===== config.mk =====
export PLATFORM = sky130hd
export DESIGN_NAME = serial_add_ctrl
export DESIGN_NICKNAME = d
export VERILOG_FILES = /design/src/rtl/serial_add_ctrl_pkg.sv /design/src/rtl/serial_add_ctrl_fa.sv /design/src/rtl/serial_add_ctrl.sv
export SDC_FILE = /design/constraint.sdc
export NUM_CORES = 1
export LEC_CHECK = 0
export ABC_AREA = 1
export CORE_MARGIN = 2
export CORE_UTILIZATION = 51
export DETAILED_ROUTE_END_ITERATION = 12
export PLACE_DENSITY = 0.83
export SETUP_SLACK_MARGIN = 0.1
export SYNTH_ARGS = -nofsm -noshare
export SYNTH_HDL_FRONTEND = slang
export SYNTH_HIERARCHICAL = 1
export SYNTH_SLANG_ARGS = --single-unit

===== constraint.sdc =====
create_clock -name clk -period 1.77 [get_ports clk]
set_input_delay 0.2655 -clock clk [delete_from_list [all_inputs] [get_ports clk]]
set_output_delay 0.2655 -clock clk [all_outputs]
set_load 0.02 [all_outputs]

===== src/rtl/serial_add_ctrl_pkg.sv =====
// Shared definitions for the bit-serial adder/subtractor controller:
// FSM state encodings and the default operand width.
package serial_add_ctrl_pkg;

  localparam int DEFAULT_WIDTH = 8;

  typedef enum logic [1:0] {
    IDLE = 2'd0,
    ADD  = 2'd1,
    DONE = 2'd2
  } state_t;

endpackage


===== src/rtl/serial_add_ctrl_fa.sv =====
// Single-bit full adder cell; the only arithmetic element of the
// serial adder datapath.
module serial_fa_cell (
  input  logic x,
  input  logic y,
  input  logic ci,
  output logic s,
  output logic co
);

  assign s  = x ^ y ^ ci;
  assign co = (x & y) | (ci & (x ^ y));

endmodule


===== src/rtl/serial_add_ctrl.sv =====
// Bit-serial add/subtract controller: one bit per clock, LSB first,
// result shifted into sum from the MSB side.
module serial_add_ctrl
  import serial_add_ctrl_pkg::*;
#(
  parameter int WIDTH = DEFAULT_WIDTH
) (
  input  logic             clk,
  input  logic             rst_n,
  input  logic             start,
  input  logic             sub,
  input  logic [WIDTH-1:0] a,
  input  logic [WIDTH-1:0] b,
  input  logic             cin,
  output logic             busy,
  output logic             done,
  output logic [WIDTH-1:0] sum,
  output logic             cout,
  output logic             ovf
);

  localparam int CW = $clog2(WIDTH);
  localparam logic [CW-1:0] LAST = CW'(WIDTH - 1);

  state_t           state_q, state_d;
  logic [WIDTH-1:0] a_q, a_d;
  logic [WIDTH-1:0] b_q, b_d;
  logic [WIDTH-1:0] sum_q, sum_d;
  logic [CW-1:0]    cnt_q, cnt_d;
  logic             c_q, c_d;
  logic             cout_q, cout_d;
  logic             ovf_q, ovf_d;

  logic fa_s;
  logic fa_co;

  serial_fa_cell u_fa (
    .x  (a_q[0]),
    .y  (b_q[0]),
    .ci (c_q),
    .s  (fa_s),
    .co (fa_co)
  );

  always_comb begin
    state_d = state_q;
    a_d     = a_q;
    b_d     = b_q;
    sum_d   = sum_q;
    cnt_d   = cnt_q;
    c_d     = c_q;
    cout_d  = cout_q;
    ovf_d   = ovf_q;
    unique case (state_q)
      IDLE: begin
        if (start) begin
          state_d = ADD;
          a_d     = a;
          b_d     = sub ? ~b : b;
          c_d     = sub ? 1'b1 : cin;
          cnt_d   = '0;
          sum_d   = '0;
          cout_d  = 1'b0;
          ovf_d   = 1'b0;
        end
      end
      ADD: begin
        sum_d = {fa_s, sum_q[WIDTH-1:1]};
        a_d   = a_q >> 1;
        b_d   = b_q >> 1;
        c_d   = fa_co;
        if (cnt_q == LAST) begin
          // c_q here is the carry into the MSB
          cout_d  = fa_co;
          ovf_d   = c_q ^ fa_co;
          state_d = DONE;
        end else begin
          cnt_d = cnt_q + CW'(1);
        end
      end
      DONE: state_d = IDLE;
      default: state_d = IDLE;
    endcase
  end

  always_ff @(posedge clk) begin
    if (!rst_n) begin
      state_q <= IDLE;
      a_q     <= '0;
      b_q     <= '0;
      sum_q   <= '0;
      cnt_q   <= '0;
      c_q     <= 1'b0;
      cout_q  <= 1'b0;
      ovf_q   <= 1'b0;
    end else begin
      state_q <= state_d;
      a_q     <= a_d;
      b_q     <= b_d;
      sum_q   <= sum_d;
      cnt_q   <= cnt_d;
      c_q     <= c_d;
      cout_q  <= cout_d;
      ovf_q   <= ovf_d;
    end
  end

  assign busy = (state_q == ADD) || (state_q == DONE);
  assign done = (state_q == DONE);
  assign sum  = sum_q;
  assign cout = cout_q;
  assign ovf  = ovf_q;

endmodule


==> impl_metrics.tcl <==
set metrics [dict create \
    status "finished clean" \
    drive_gt1_frac 0.09559 \
    synth-seq-cells 32 \
    htreeDepth 2 \
    yosys.cell_types.count 20 \
    leakage_nw 0.8799 \
    required_ns 1.50 \
    path_class "reg -> out" \
    synth_area_leaders "dfxtp_1 39%, nand2_1 17%, a21oi_1 8.6%, nor2_1 7.8%, ha_1 6.1%" \
    critPathLaunchType "flip-flop" \
    gp_congestion 0.8074 \
    reg2reg_slack_ns 0.24 \
    final-setup-viol-count 0 \
    cts_tree "built" \
    netlist_area_sq_mm 0.001635 \
    hold_class "reg -> reg" \
    grt_pass1_vias 1367 \
    layoutNonFillerInstCount 316 \
    ant_nets 0 \
    cp_slowest_cell "dfxtp_1" \
    cts_buffer_depth 2 \
    finClkSkew_ns 0.009258 \
    rows 20 \
    die_width_microns 60.63 \
    critPathArrivalTime_ns 1.34 \
    dieArea_sq_mm 0.003675 \
    drv_slew 0 \
    r2r-start "state_q[0]" \
    final.min_clock_period_ns 1.609 \
    start_util 0.5357 \
    hold_ws_ns 0.4717 \
    critical_path.max_stage_delay_ns 0.40 \
    startpoint "state_q[0]" \
    ir_drop_uv 545.3 \
    vias_per_cell 4.921 \
    drv_cap 0 \
    dr.pass1.iters 4 \
    crit_path_end "done" \
    rsz0062_at_grt "no" \
    dp_cells 308 \
    ctsHoldBuffers 0 \
    finalCritPeriodShare 0.9089 \
    r2r_end "sum[5]" \
    diodes 0 \
    drtIter0Drc 80 \
    clk_latency_ns 0.33 \
    crit_path_cell_trace "inv_1 -> ha_1 -> dlygate4sd2_1" \
    hold_viol 0 \
    syn_to_final_growth_pct 26.17 \
    io_pins 33 \
    yosysWarnings 6 \
    yosys.area.top_type_share 0.3917 \
    crit_fanout 4 \
    avgSynthCellArea_sq_um 6.842 \
    track_usage 0.2077 \
    antenna_found_initial 0 \
    drc 0 \
    synth_area_leader_cell "dfxtp_1" \
    core_sq_mm 0.003053 \
    port_buffers 32 \
    n_fill_cell 270 \
    crit_buf_inv 2 \
    nets 301 \
    path_depth 3 \
    clkTransAtPathRegs_ns 0.10 \
    route.detailed.wl_per_inst_microns 10.53 \
    syn_nets 269 \
    finalSetupTns_ns 0 \
    synth_cells 239 \
    dieHeight_microns 60.63 \
    fmax_mhz 621.6 \
    path_delay_family "buffers and inverters" \
    end_kind "output port" \
    cts_sinks 32 \
    tightest_slew_ns 0.4749 \
    grt_max_degree 34 \
    numCtsBuffers 5 \
    relSlewSlack 0.6824 \
    grt_pass1_wl_microns 5692 \
    hpwlAfterDp_microns 2309 \
    vias 1555 \
    grt.overflow.total 0 \
    cts_root_buffer "clkbuf_4" \
    rr_worst_depth 8 \
    wirelength_microns 3329 \
    ys_seq_area_frac 0.3917 \
    power_density_mw_per_mm2 910.5 \
]
-- worst min path at each step --
stage | startpoint | to | slack, ns | cells after the start
2_1_floorplan | rst_n | b_q[0] | 0.41 | 2
3_3_place_gp | a_q[7] | a_q[7] | 0.45 | 2
3_5_place_dp | a_q[7] | a_q[7] | 0.46 | 2
4_1_cts | a_q[7] | a_q[7] | 0.47 | 2
5_1_grt | cnt_q[1] | cnt_q[1] | 0.51 | 2
6_report | a_q[7] | a_q[7] | 0.47 | 2
-- repair_timing --
action,4_1_cts,5_1_grt
buffers inserted,0,0
resized for setup,2,7
endpoints found under the setup margin,2,27
gates cloned,0,0
-- sequential cells by signal, indices dropped and copies added (netlist names) --
register	count
ovf	1
cnt_q	3
c_q	1
state_q	2
cout	1
a_q	8
b_q	8
sum	8
-- stage by stage --
| stage | utilization | worst slack, ns | power (mW) | area (sq um) |
|---|---|---|---|---|
| after floorplan | - | 0.4398 | 1.203 | 1635 |
| after global placement | 0.6463 | 0.1518 | 1.324 | 1973 |
| after detailed placement | 0.6463 | 0.1319 | 1.335 | 1973 |
| after CTS | 0.6705 | 0.06429 | 1.876 | 2047 |
| after global routing | 0.6758 | 0.09894 | 2.003 | 2063 |
| final | 0.6758 | 0.1612 | 1.879 | 2063 |
-- cells in the mapped netlist --
| library cell | number |
|---|---|
| clkbuf_1 | 3 |
| nand2_4 | 1 |
| inv_4 | 1 |
| buf_4 | 4 |
| nand3_1 | 15 |
| ha_1 | 8 |
| inv_2 | 1 |
| a21oi_1 | 28 |
| clkinv_1 | 1 |
| nand4_1 | 1 |
| nand2_1 | 72 |
| buf_2 | 3 |
| nand2_2 | 1 |
| dfxtp_1 | 32 |
| buf_6 | 1 |
| nor2_1 | 34 |
| inv_1 | 10 |
| fa_1 | 1 |
| o21ai_0 | 15 |
| or2_2 | 7 |
-- layout make-up --
| type | count | area [sq um] | share of cell area |
|---|---|---|---|
| inverters | 13 | 57.56 | 0.02790 |
| clock inverters | 2 | 35.03 | 0.01698 |
| flip-flops and latches | 32 | 640.6 | 0.3105 |
| repair buffers | 36 | 344.1 | 0.1668 |
| multi-input cells | 183 | 889.6 | 0.4312 |
| clock buffers | 6 | 41.29 | 0.02001 |
| well taps | 44 | 55.05 | 0.02668 |
-- worst reg2reg max path, cell delays in order (launching register included) --
cell and delay [ns]:
dfxtp_1 0.35, inv_1 0.11, ha_1 0.30, inv_2 0.07, nand2_2 0.11, nand2_8 0.15
inv_6 0.16, nand2_1 0.07, a21oi_1 0.15
-- per-layer routing --
metal | GRT usage | vias to the layer above | wire length [microns]
met3 | 0.06823 | 6 | 163
met1 | 0.2487 | 688 | 1573
met2 | 0.3502 | 35 | 1540
met4 | 0.07143 | 0 | 51
met5 | 0 | - | 0
li1 | - | 826 | -
-- logic make-up (layout without fill, tap and decap cells) --
kind of cell	Yosys count	after routing	synth area share
buffers and inverters	24	57	0.07268
adders and majority gates	9	9	0.07345
DFF	32	32	0.3917
AOI/OAI and AO/OA	43	43	0.1316
and+or+nand+nor	131	131	0.3305
-- power breakdown --
part           switching [mW]  total, mW  internal [mW]
clock network           0.254      0.550          0.296
logic                   0.297      0.496          0.199
registers              0.0401      0.832          0.792
total                   0.591       1.88           1.29
-- placed cells by master, fill, tap and decap left out, types with 2 or more instances in the layout --
| cell | instances |
|---|---|
| buf_4 | 4 |
| nand3_1 | 15 |
| nor2_1 | 34 |
| ha_1 | 7 |
| o21ai_0 | 15 |
| nand2_2 | 2 |
| clkbuf_4 | 5 |
| clkdlybuf4s50_1 | 30 |
| nand2_1 | 71 |
| a21oi_1 | 28 |
| or2_2 | 7 |
| inv_1 | 10 |
| dfxtp_1 | 32 |
Power figures use the tool's default switching activity.
==> variant 1: new RTL, config.mk and constraints unchanged <==
Put a register stage on the outputs `busy` and `done`, with the module's reset. The values now appear one clock later. The other outputs are not delayed to match.
--- a/src/rtl/serial_add_ctrl.sv
+++ b/src/rtl/serial_add_ctrl.sv
@@ -105,8 +105,15 @@
     end
   end
 
-  assign busy = (state_q == ADD) || (state_q == DONE);
-  assign done = (state_q == DONE);
+  always_ff @(posedge clk) begin
+    if (!rst_n) begin
+      busy <= '0;
+      done <= '0;
+    end else begin
+      busy <= (state_q == ADD) || (state_q == DONE);
+      done <= (state_q == DONE);
+    end
+  end
   assign sum  = sum_q;
   assign cout = cout_q;
   assign ovf  = ovf_q;
Function: changed (a bounded check fails within 4 cycles, from zero or initial values and one cycle with rst_n low).
==> variant 1 against the original RTL <==
- routed wire length rose by 5.3%
- synthesized area rose by 3.7%
- global-route usage rose by 0.69 points
- count of clock-buffer cells in the layout rose by 1
- register-to-register slack improved by 0.03 ns
- cell count rose by 1.9%
- first-iteration DRC count rose by 48%
- non-clock buffer count did not move
- largest power group unchanged
- power fell by 2.8%
- cell area rose by 2.3%
- worst setup slack improved by 0.0098 ns
- sequential cell count rose by 2
==> variant 1: results (changes against the original RTL) <==
- **worst hold start** a_q[7]
- **worst slew margin relative to its limit** 66.4%, -1.8 points
- **Net Count, Synth** 276, +2.6%
- **largest stage delay on the critical path** 0.62 ns, +0.22 ns
- **count of cells along the worst register-to-register path** 7, -1
- **slowest stage cell, crit path** clkdlybuf4s50_1
- **initial antenna violation count** 0, unchanged
- **main flop type after synthesis** dfxtp_1
- **pre-CTS setup slack** 0.155 ns, +0.0227 ns
- **number of global-route vias before repair** 1412, +3.3%
- **total clock buffers created by CTS** 5, unchanged
- **buffers from clock root to sink, at most** 2, unchanged
- **routed wire length per instance** 10.9 um, +3.4%
- **number of DRC markers after the initial detailed-route iteration** 118, +48%
- **final estimated routing congestion in global placement** 0.752, -6.8%
- **Arr. time, crit path** 1.33 ns
- **sequential-to-total area share from yosys stat** 40.1%, +0.97 points
- **Min-Delay Path Class** reg -> reg
- **Clock Root Buffer** clkbuf_4
- **first-pass detailed-route iteration total** 4, unchanged
- **maximum vdd drop** 0.654 mV, +20%
- **clock latency on the worst-skew pair** 0.34 ns
- **number of nets in the finished design** 307, +2.0%
- **leading post-synthesis cells by cell area** dfxtp_1 (40%), nand2_1 (16%), a21oi_1 (8.3%)
- **critical path fanouts, max** 3, -1
- **origin of the worst setup path** sum[7]
- **number of levels in the clock H-tree** 2, unchanged
- **Ys Warns** 6, unchanged
- **leakage power** 0.905 nW, +2.8%
- **startpoint of the worst-slack reg-to-reg timing path** state_q[1]
- **first-pass GRT wire length** 5.94 mm, +4.4%
- **clock transition at the registers of the reported paths** 0.10 ns, about the same
- **setup TNS after final layout** 0 ns, unchanged
- **proportion of synthesized flip-flops having asynchronous set or reset** 0%, unchanged
- **status** completed
- **hold path depth** 2, unchanged
- **share of post-route cells with drive strength above 1** 8.99%, -0.57 points
- **Global Route Usage Sum** 21.5%, +0.69 points
- **total half-perimeter wirelength after legalization and detailed placement** 2.41 mm, +4.3%
- **cell family with most CP delay** buffers and inverters
- **clk_skew** 0.0107 ns, +0.00145 ns
- **top cells by count, synth** nand2_1 (74), dfxtp_1 (34), nor2_1 (34)
- **maximum number of pins on one net before global-route repair** 34, unchanged
- **distinct cell type count of the synthesized netlist** 21, +5.0%
- **Port Buffers** 32, unchanged
- **final antenna diode count** 0, unchanged
- **via count** 1592, +2.4%
variant 1: final timing paths:
path	to	slack, ns
min reg2reg	a_q[7]	0.47
min	a_q[7]	0.47
max	sum[7]	0.17
max reg2reg	cnt_q[1]	0.27
variant 1: cell type report:
class | instances | area [um^2]
clock buffer | 7 | 55.1
tap | 44 | 55.1
inverter | 15 | 67.6
clock inverter | 1 | 5.00
fill | 283 | 992
timing repair buffer | 36 | 350
multi-input combinational | 185 | 897
sequential | 34 | 681
variant 1: repair_timing:
| action | 4_1_cts | 5_1_grt |
|---|---|---|
| buffers inserted | 0 | 0 |
| gates resized for setup | 0 | 6 |
| endpoints found under the setup margin | 0 | 26 |
variant 1: cell families after synthesis:
family / Yosys count / share of synthesized area (%)
AOI/OAI and AO/OA: 43 / 12.7
and+or+nand+nor: 133 / 32.3
adders and majority gates: 9 / 7.09
DFF: 34 / 40.1
buffers and inverters: 27 / 7.75
variant 1: report_power, final:
part | switching (mW) | total, mW | internal [mW]
registers | 0.0418 | 0.881 | 0.839
clock network | 0.250 | 0.443 | 0.192
logic | 0.299 | 0.503 | 0.203
total | 0.591 | 1.83 | 1.23
variant 1: metrics by stage:
step           instances  total power [mW]  cell area [um^2]  util [%]
2_1_floorplan        246              1.25              1700         -
3_3_place_gp         314              1.37              2030      65.4
3_5_place_dp         314              1.38              2030      65.4
4_1_cts              322              1.82              2090      67.3
5_1_grt              322              1.96              2110      68.0
6_report             322              1.83              2110      68.0
variant 1: metal layers:
layer | track usage [%] | wire [um] | share of wire, %
met5 | 0 | 0 | 0
met4 | 9.12 | 71 | 2.0
met3 | 7.14 | 152 | 4.3
met2 | 33.7 | 1680 | 48
met1 | 26.9 | 1600 | 46
==> variant 2: new RTL, same settings <==
Made on the original files. The package constant `DEFAULT_WIDTH` goes from 8 to 4.
--- a/src/rtl/serial_add_ctrl_pkg.sv
+++ b/src/rtl/serial_add_ctrl_pkg.sv
@@ -2,7 +2,7 @@
 // FSM state encodings and the default operand width.
 package serial_add_ctrl_pkg;
 
-  localparam int DEFAULT_WIDTH = 8;
+  localparam int DEFAULT_WIDTH = 4;
 
   typedef enum logic [1:0] {
     IDLE = 2'd0,
Ports: changed (resized a, b and sum); port bits go from 33 to 21. The function was not compared with the original's and may differ.
==> variant 2 against the original RTL <==
- critical path depth down 2
- cell area down 39%
- clock skew is 0.0036 ns lower
- worst setup slack better by 0.074 ns
- non-clock buffer count decreased by 14
- via count down 37%
- synthesized area is 37% lower
- sequential power fell by 39%
- critical endpoint is now sum[2]
- routed wire length is 35% lower
- power fell by 44%
- sequential cell count fell by 13
==> variant 2: results (changes against the original RTL) <==
- **status** completed
- **sequential-to-total area share from yosys stat** 36.7%, -2.5 points
- **critical path fanouts, max** 3, -1
- **Final non-clock buffer share** 16.5%, -0.19 points
- **fillers** 189, -30%
- **Net Count, Synth** 173, -36%
- **area of the multi-input gates** 572 um^2, -36%
- **total half-perimeter wirelength after legalization and detailed placement** 1.64 mm, -29%
- **amount of wire on met2 after detailed routing** 1.11 mm, -28%
- **Port Buffers** 20, -38%
- **post-synthesis share of cell area spent on full adders, half adders and majority gates** 10.4%, +3.0 points
- **Buffers excl. clock** 22, -39%
- **pre-CTS setup slack** 0.169 ns, +0.0373 ns
- **number of DRC markers after the initial detailed-route iteration** 19, -76%
- **total clock buffers created by CTS** 3, -2
- **maximum vdd drop** 0.653 mV, +20%
- **placement-stage cell area** 1250 um^2, -37%
- **count of cells along the worst register-to-register path** 7, -1
- **Global Route Usage Sum** 19.3%, -1.4 points
- **vias per std cell** 4.91, -0.13%
- **Arr. time, crit path** 1.27 ns, -0.07 ns
- **clk_skew** 0.00563 ns, -0.00362 ns
- **share of cell area taken by flip-flops and latches** 30.1%, -0.94 points
- **Cell Count Post-Placement** 195, -37%
- **maximum number of pins on one net before global-route repair** 18, -47%
- **number of levels in the clock H-tree** 1, -1
- **number of clock-tree buffers in the layout** 4, -2
- **number of nets in the finished design** 194, -36%
- **power drawn by the sequential cells** 504 uW, -39%
- **Internal Dissipation** 697 uW, -46%
- **routed length on met1** 952 um, -39%
- **Avg Cell Area, Syn** 6.82 um^2, -0.27%
- **routed wire length per instance** 10.9 um, +3.1%
- **Finished Core Util** 65.3%, -2.3 points
- **clock latency on the worst-skew pair** 0.29 ns, -0.04 ns
[variant 2: changes by cell type in the layout (fill, tap and decap cells not counted), moves of 4 or more]
cell and change:
or2_2 -4, nand2_1 -25, a21oi_1 -13, dfxtp_1 -14
o21ai_0 -8, nand3_1 -5, nor2_1 -12, clkdlybuf4s50_1 -12
[variant 2: timing repair]
| item | in CTS | in global routing |
|---|---|---|
| gates cloned | 0 | 0 |
| endpoints found under the setup margin | 2 | 1 |
| resized for setup | 2 | 3 |
[variant 2: how the worst max path moves through the flow]
stage	slack, ns	from	to	depth (start not counted)
after detailed placement	0.17	state_q[0]	busy	3
final	0.23	sum[2]	sum[2]	1
after global placement	0.20	state_q[0]	busy	3
after floorplan	0.46	state_q[1]	b_q[2]	8
after CTS	0.10	state_q[0]	busy	3
after global routing	0.15	state_q[1]	state_q[1]	7
[variant 2: per-layer routing]
layer | up-vias | track usage (%)
met5 | - | 0
met4 | 0 | 7.14
met3 | 4 | 3.68
met2 | 17 | 36.7
met1 | 439 | 20.8
li1 | 518 | -
